<file path="config.mk">
export PLATFORM = sky130hd
export DESIGN_NAME = dcache_line_fill
export DESIGN_NICKNAME = d
export VERILOG_FILES = /design/src/rtl/dcache_pkg.sv /design/src/rtl/dcache_tag_array.sv /design/src/rtl/dcache_line_fill.sv
export SDC_FILE = /design/constraint.sdc
export NUM_CORES = 2
export LEC_CHECK = 0
export BUFFER_PORTS_ARGS = -buffer_cell sky130_fd_sc_hd__buf_2
export CAP_MARGIN = 20
export CORE_MARGIN = 3
export CORE_UTILIZATION = 62
export CTS_BUF_LIST = sky130_fd_sc_hd__clkbuf_16
export CTS_CLUSTER_DIAMETER = 60
export DETAILED_ROUTE_END_ITERATION = 16
export GPL_ROUTABILITY_DRIVEN = 1
export PLACE_DENSITY = 0.79
export SETUP_SLACK_MARGIN = 0.3
export SLEW_MARGIN = 10
export SYNTH_ARGS = -nofsm -noshare
export SYNTH_HDL_FRONTEND = slang
export SYNTH_MEMORY_MAX_BITS = 65536
export SYNTH_SLANG_ARGS = --single-unit
</file>
<file path="constraint.sdc">
create_clock -name clk -period 7.7 [get_ports clk]
set_input_delay 0.385 -clock clk [delete_from_list [all_inputs] [get_ports clk]]
set_output_delay 0.385 -clock clk [all_outputs]
set_load 0.01 [all_outputs]
</file>
<file path="src/rtl/dcache_pkg.sv">
// Shared types and geometry for the direct-mapped line-fill data cache.
package dcache_pkg;

    typedef enum logic [2:0] {
        IDLE,
        LOOKUP,
        REFILL,
        FILL,
        WRITE
    } state_t;

    localparam int LINE_BYTES     = 32;
    localparam int WORDS_PER_LINE = 8;
    localparam int OFFSET_BITS    = 5;
    localparam int LINE_BITS      = LINE_BYTES * 8;

    // Replace the bytes of old_word selected by mask with those of new_word.
    function automatic logic [31:0] merge_bytes(input logic [31:0] old_word,
                                                input logic [31:0] new_word,
                                                input logic [3:0]  mask);
        logic [31:0] merged;
        merged = old_word;
        for (int i = 0; i < 4; i++) begin
            if (mask[i]) begin
                merged[8*i +: 8] = new_word[8*i +: 8];
            end
        end
        return merged;
    endfunction

endpackage

</file>
<file path="src/rtl/dcache_tag_array.sv">
// Valid bits and tags for the data cache: one combinational read port, one write
// port. Valid bits clear asynchronously; tags need no reset because valid gates them.
module dcache_tag_array
    import dcache_pkg::*;
#(
    parameter int LINE_COUNT = 16,
    parameter int TAG_BITS   = 23,
    localparam int INDEX_BITS = $clog2(LINE_COUNT)
) (
    input  logic                  clk,
    input  logic                  reset,
    input  logic [INDEX_BITS-1:0] rd_index,
    output logic                  rd_valid,
    output logic [TAG_BITS-1:0]   rd_tag,
    input  logic                  wr_en,
    input  logic [INDEX_BITS-1:0] wr_index,
    input  logic [TAG_BITS-1:0]   wr_tag
);

    logic [LINE_COUNT-1:0] valid;
    logic [TAG_BITS-1:0]   tags [LINE_COUNT];

    // A line becomes valid only when its refill completes; reset invalidates everything.
    always_ff @(posedge clk or posedge reset) begin
        if (reset) begin
            valid <= '0;
        end else if (wr_en) begin
            valid[wr_index] <= 1'b1;
        end
    end

    // Tag storage, written alongside the valid bit.
    always_ff @(posedge clk) begin
        if (wr_en) begin
            tags[wr_index] <= wr_tag;
        end
    end

    assign rd_valid = valid[rd_index];
    assign rd_tag   = tags[rd_index];

endmodule

</file>
<file path="src/rtl/dcache_line_fill.sv">
// Direct-mapped, write-through, no-write-allocate data cache with 256-bit line refill.
// Optional hit/miss counters are built when DCACHE_STATS_EN is defined.
module dcache_line_fill
    import dcache_pkg::*;
#(
    parameter int LINE_COUNT = 16,
    parameter int ADDR_WIDTH = 32
) (
    input  logic                  clk,
    input  logic                  reset,
    input  logic                  cpu_req,
    input  logic                  cpu_write,
    input  logic [ADDR_WIDTH-1:0] cpu_address,
    input  logic [31:0]           cpu_write_data,
    input  logic [3:0]            cpu_write_mask,
    output logic [31:0]           cpu_read_data,
    output logic                  cpu_ready,
    output logic                  cpu_busy,
    output logic                  mem_write_enable,
    output logic [ADDR_WIDTH-1:0] mem_address,
    output logic [31:0]           mem_write_data,
    output logic [3:0]            mem_write_mask,
`ifdef DCACHE_STATS_EN
    output logic [31:0]           hit_count,
    output logic [31:0]           miss_count,
`endif
    input  logic [LINE_BITS-1:0]  mem_read_data
);

    localparam int INDEX_BITS = $clog2(LINE_COUNT);
    localparam int TAG_BITS   = ADDR_WIDTH - OFFSET_BITS - INDEX_BITS;

    state_t state;
    state_t next_state;

    logic                  req_write;
    logic [ADDR_WIDTH-1:2] req_word_address;
    logic [31:0]           req_data;
    logic [3:0]            req_mask;

    logic [INDEX_BITS-1:0] req_index;
    logic [TAG_BITS-1:0]   req_tag;
    logic [2:0]            req_word_sel;

    logic                  tag_valid;
    logic [TAG_BITS-1:0]   tag_stored;
    logic                  hit;

    logic [LINE_BITS-1:0]  line_data [LINE_COUNT];
    logic [31:0]           cached_word;

    logic                  unused_address_bits;

    assign unused_address_bits = ^cpu_address[1:0];

    assign req_index    = req_word_address[OFFSET_BITS +: INDEX_BITS];
    assign req_tag      = req_word_address[ADDR_WIDTH-1 -: TAG_BITS];
    assign req_word_sel = req_word_address[4:2];

    dcache_tag_array #(
        .LINE_COUNT (LINE_COUNT),
        .TAG_BITS   (TAG_BITS)
    ) tag_array (
        .clk      (clk),
        .reset    (reset),
        .rd_index (req_index),
        .rd_valid (tag_valid),
        .rd_tag   (tag_stored),
        .wr_en    (state == FILL),
        .wr_index (req_index),
        .wr_tag   (req_tag)
    );

    assign hit         = tag_valid && (tag_stored == req_tag);
    assign cached_word = line_data[req_index][{req_word_sel, 5'b00000} +: 32];
    assign cpu_busy    = (state != IDLE);

    // State register; reset aborts any transaction in flight.
    always_ff @(posedge clk or posedge reset) begin
        if (reset) begin
            state <= IDLE;
        end else begin
            state <= next_state;
        end
    end

    // Next-state: lookup decides between an immediate hit, a line refill or a write-through.
    always_comb begin
        next_state = state;
        case (state)
            IDLE:    if (cpu_req) next_state = LOOKUP;
            LOOKUP:  begin
                if (req_write)  next_state = WRITE;
                else if (hit)   next_state = IDLE;
                else            next_state = REFILL;
            end
            REFILL:  next_state = FILL;
            FILL:    next_state = IDLE;
            WRITE:   next_state = IDLE;
            default: next_state = IDLE;
        endcase
    end

    // Capture the request once in IDLE so later states never look at the cpu_* inputs.
    always_ff @(posedge clk or posedge reset) begin
        if (reset) begin
            req_write        <= 1'b0;
            req_word_address <= '0;
            req_data         <= '0;
            req_mask         <= '0;
        end else if (state == IDLE && cpu_req) begin
            req_write        <= cpu_write;
            req_word_address <= cpu_address[ADDR_WIDTH-1:2];
            req_data         <= cpu_write_data;
            req_mask         <= cpu_write_mask;
        end
    end

    // Completion pulse and load data; read data holds between completions.
    always_ff @(posedge clk or posedge reset) begin
        if (reset) begin
            cpu_ready     <= 1'b0;
            cpu_read_data <= '0;
        end else begin
            cpu_ready <= 1'b0;
            case (state)
                LOOKUP: begin
                    if (!req_write && hit) begin
                        cpu_ready     <= 1'b1;
                        cpu_read_data <= cached_word;
                    end
                end
                FILL: begin
                    cpu_ready     <= 1'b1;
                    cpu_read_data <= mem_read_data[{req_word_sel, 5'b00000} +: 32];
                end
                WRITE: begin
                    cpu_ready <= 1'b1;
                end
                default: ;
            endcase
        end
    end

    // Line storage: whole-line refill, or byte merge on a store that hits.
    always_ff @(posedge clk) begin
        if (state == FILL) begin
            line_data[req_index] <= mem_read_data;
        end else if (state == WRITE && hit) begin
            line_data[req_index][{req_word_sel, 5'b00000} +: 32] <=
                merge_bytes(cached_word, req_data, req_mask);
        end
    end

    // Memory-side outputs are decoded from state and the latched request only.
    always_comb begin
        mem_write_enable = 1'b0;
        mem_address      = '0;
        mem_write_data   = '0;
        mem_write_mask   = '0;
        case (state)
            REFILL, FILL: begin
                mem_address = {req_word_address[ADDR_WIDTH-1:OFFSET_BITS], {OFFSET_BITS{1'b0}}};
            end
            WRITE: begin
                mem_write_enable = 1'b1;
                mem_address      = {req_word_address, 2'b00};
                mem_write_data   = req_data;
                mem_write_mask   = req_mask;
            end
            default: ;
        endcase
    end

`ifdef DCACHE_STATS_EN
    // Every lookup bumps exactly one saturating counter; stores are classified too.
    always_ff @(posedge clk or posedge reset) begin
        if (reset) begin
            hit_count  <= '0;
            miss_count <= '0;
        end else if (state == LOOKUP) begin
            if (hit) begin
                if (hit_count != 32'hFFFF_FFFF) hit_count <= hit_count + 32'd1;
            end else begin
                if (miss_count != 32'hFFFF_FFFF) miss_count <= miss_count + 32'd1;
            end
        end
    end
`endif

endmodule

</file>
==> run summary <==
Initial Util - 62.6%
reg2reg end - line_data[15][58]
Port Buffers - 426
global route total overflow - 0
Worst-path clk slew - 0.06 ns
fin crit period - 6.54 ns
compound-cell area share of the yosys netlist - 2.37%
DR vias - 101074
pre-CTS WS - 1.56 ns
r2r setup slk - 1.16 ns
I/O pin count - 431
Mapped Area - 181000 um2
clk_skew - 0.0600 ns
Detailed Route WL - 592 mm
CP Buf/Inv Count - 3
Overall Global Routing Usage - 39.7%
most common cell after layout, fill and taps aside - edfxtp_1
Max Cap Viol - 0
TritonCTS Buffers - 436
die height - 547 um
core area - 289000 um2
crit path DAT - 7.21 ns
Root Buffer - clkbuf_16
FF+latch count, synth - 4583
CP peak stage delay - 0.93 ns
Slew headroom - 12.7%
CTS tree - yes
post-synth cell types - 67
Mapped Cells - 8250
delay-heaviest family, CP - buffers and inverters
Crit path required time - 8.37 ns
mux contribution to synthesized area - 18.6%
final setup violation count - 0
setup TNS - 0 ns
ys async rst share - 2.60%
post-synthesis adder-cell area fraction - 0.0138%
pwr dens - 361 nW/um2
Die ar. - 299000 um2
status - finished clean
total power - 73.9 mW
Mean Syn Cell Area - 22.0 um2
hold_ws - 0.0646 ns
Pleak - 66.3 nW
Clock Latency Late Sink - 0.97 ns
Reg2Reg Depth - 10
unrepaired setup endpoints after global routing - false
critical path class - reg2reg
drt pass-1 iters - 7
xor and xnor fraction of the mapped netlist area - 0.116%
Final GP Congestion - 0.970
Die Wd - 547 um
wire length per cell - 44.4 um
Area Growth Syn to Fin - 13.0%
Worst-Margin Slew - 1.31 ns
fin worst setup slack - 1.16 ns
Critical R2R Launch - req_word_address[6]
Post-synth EDFFs - 4464
global-route wire length before repair - 812 mm
largest family of logic cells by synthesized area - multiplexers
Hold Path Origin - mem_read_data[117]
layout cells sized above 1 - 33.1%
Post-synth top flop - edfxtp_1
vias in the first global route - 101302
# resized after CTS - 0
period utilisation layout - 84.9%
Hold Vio Cnt, Final - 0
Final nets - 9324
CP max stage cell - dfrtp_4
Post-DRT Antenna Nets - 0
Fmax achieved - 0.153 GHz
dpl hpwl - 331 mm
post-synthesis sequential area ratio - 75.6%
CTS H-tree lvls - 5
Site Rows - 197
Slew Limit Fails - 0
Starting DRT DRC Count - 18575
Startpoint Class - register
most frequent cells in the layout - 4464 x edfxtp_1, 1170 x mux4_2, 442 x clkbuf_16, 426 x buf_2, 345 x mux2_2
CP Capture Type - register
initial antenna violation count - 60
critical path fanouts, max - 110
synth warn - 0
DRC viols - 0
CP cell instances - buf_12, buf_4, buf_4, mux4_2, o22ai_1, nor4_1, nand3_1, nor3_1, mux2_2, mux2_2
hold path cells - 2
Vias per Instance - 7.59
largest net degree at the start of global routing - 125
# clock sinks - 4583
VDD IR max - 0.332 mV
worst min path class - in2reg
Simple-Gate Fraction of Synth Area - 1.81%
Endpoint, Worst Hold - line_data[8][117]
Max Root-Sink Buffers - 4
-- how the worst max path moves through the flow --
stage	start	to	slack [ns]	cells past startpoint
2_1_floorplan	req_word_address[6]	line_data[12][100]	2.84	15
3_3_place_gp	req_word_address[5]	line_data[4][18]	1.62	11
3_5_place_dp	req_word_address[5]	line_data[14][16]	1.56	11
4_1_cts	req_word_address[5]	line_data[12][24]	1.49	11
5_1_grt	req_word_address[5]	line_data[4][29]	1.24	11
6_report	req_word_address[6]	line_data[15][58]	1.16	10
-- synth_stat cells, drive strengths merged, types with 20 or more instances --
library cell	n	area share (%)
o221ai	21	0.10
dfrtp	119	1.6
mux2i	340	1.9
o211ai	45	0.19
nand2	154	0.32
o21ai	104	0.29
buf	344	1.1
clkbuf	154	0.32
a22oi	104	0.43
mux2	345	2.1
nor3b	31	0.13
a211oi	20	0.083
a22o	27	0.13
a21oi	114	0.31
and2	38	0.14
edfxtp	4464	74
nor3	38	0.10
inv	22	0.046
o22ai	132	0.46
nor4	30	0.11
a211o	32	0.15
mux4	1170	15
and3	37	0.13
nor2	181	0.50
nand3	33	0.091
-- per-stage QoR --
| step | utilization (%) | area (um2) | cells |
|---|---|---|---|
| 2_1_floorplan | - | 181000 | 8251 |
| 3_3_place_gp | 65.5 | 190000 | 12358 |
| 3_5_place_dp | 65.5 | 190000 | 12360 |
| 4_1_cts | 70.6 | 204000 | 13223 |
| 5_1_grt | 70.7 | 205000 | 13275 |
| 6_report | 70.8 | 205000 | 13323 |
-- worst reg2reg max path, stage by stage (launching register included) --
cell and delay, ns:
dfrtp_4 0.93, buf_12 0.65, buf_4 0.67, buf_4 0.62
mux4_2 0.43, o22ai_1 0.13, nor4_1 0.40, nand3_1 0.42
nor3_1 0.85, mux2_2 0.62, mux2_2 0.57
-- flip-flops by register name, summed over array words and instances (netlist names) --
signal and cells:
cpu_read_data 32, tag_array.valid 16, line_data 4096, req_write 1, req_word_address 30, req_mask 4, tag_array.tags 368, cpu_ready 1
state 3, req_data 32
-- per-layer routing --
layer	wire, um	global-route usage (%)	vias up
li1	-	-	36541
met1	172000	48.2	51003
met2	267000	58.6	10710
met3	93900	14.5	2782
met4	57500	30.4	38
met5	377	0.253	-
-- power breakdown --
group | switching, mW | internal [mW] | leakage (nW) | total, mW
combinational | 13.8 | 8.67 | 17.5 | 22.5
clock | 9.46 | 12.0 | 7.19 | 21.5
sequential | 1.26 | 28.7 | 41.5 | 30.0
total | 24.5 | 49.4 | 66.3 | 73.9
-- logic make-up (layout without fill, tap and decap cells) --
group,Yosys count,after routing
AOI/OAI and AO/OA,646,646
xor gates and xnor gates,24,24
adders and majority gates,2,2
buffers and inverters,521,1620
DFF,4583,4583
muxes,1855,1855
other,1,95
and+or+nand+nor,618,618
-- final cells by class --
cell class | instances | area, um2
flip-flops and latches | 4583 | 137000
fillers | 15739 | 84600
multi-input cells | 3147 | 42400
clock buffers | 442 | 11100
repair buffers | 803 | 6070
well taps | 3880 | 4850
clock inverters | 352 | 3020
diodes | 93 | 233
inverters | 23 | 98.8
-- what timing repair did --
action,4_1_cts,5_1_grt
hold buffers,69,0
buffers inserted,0,0
endpoints found under the hold margin,118,0
(Power assumes the default switching activity.)
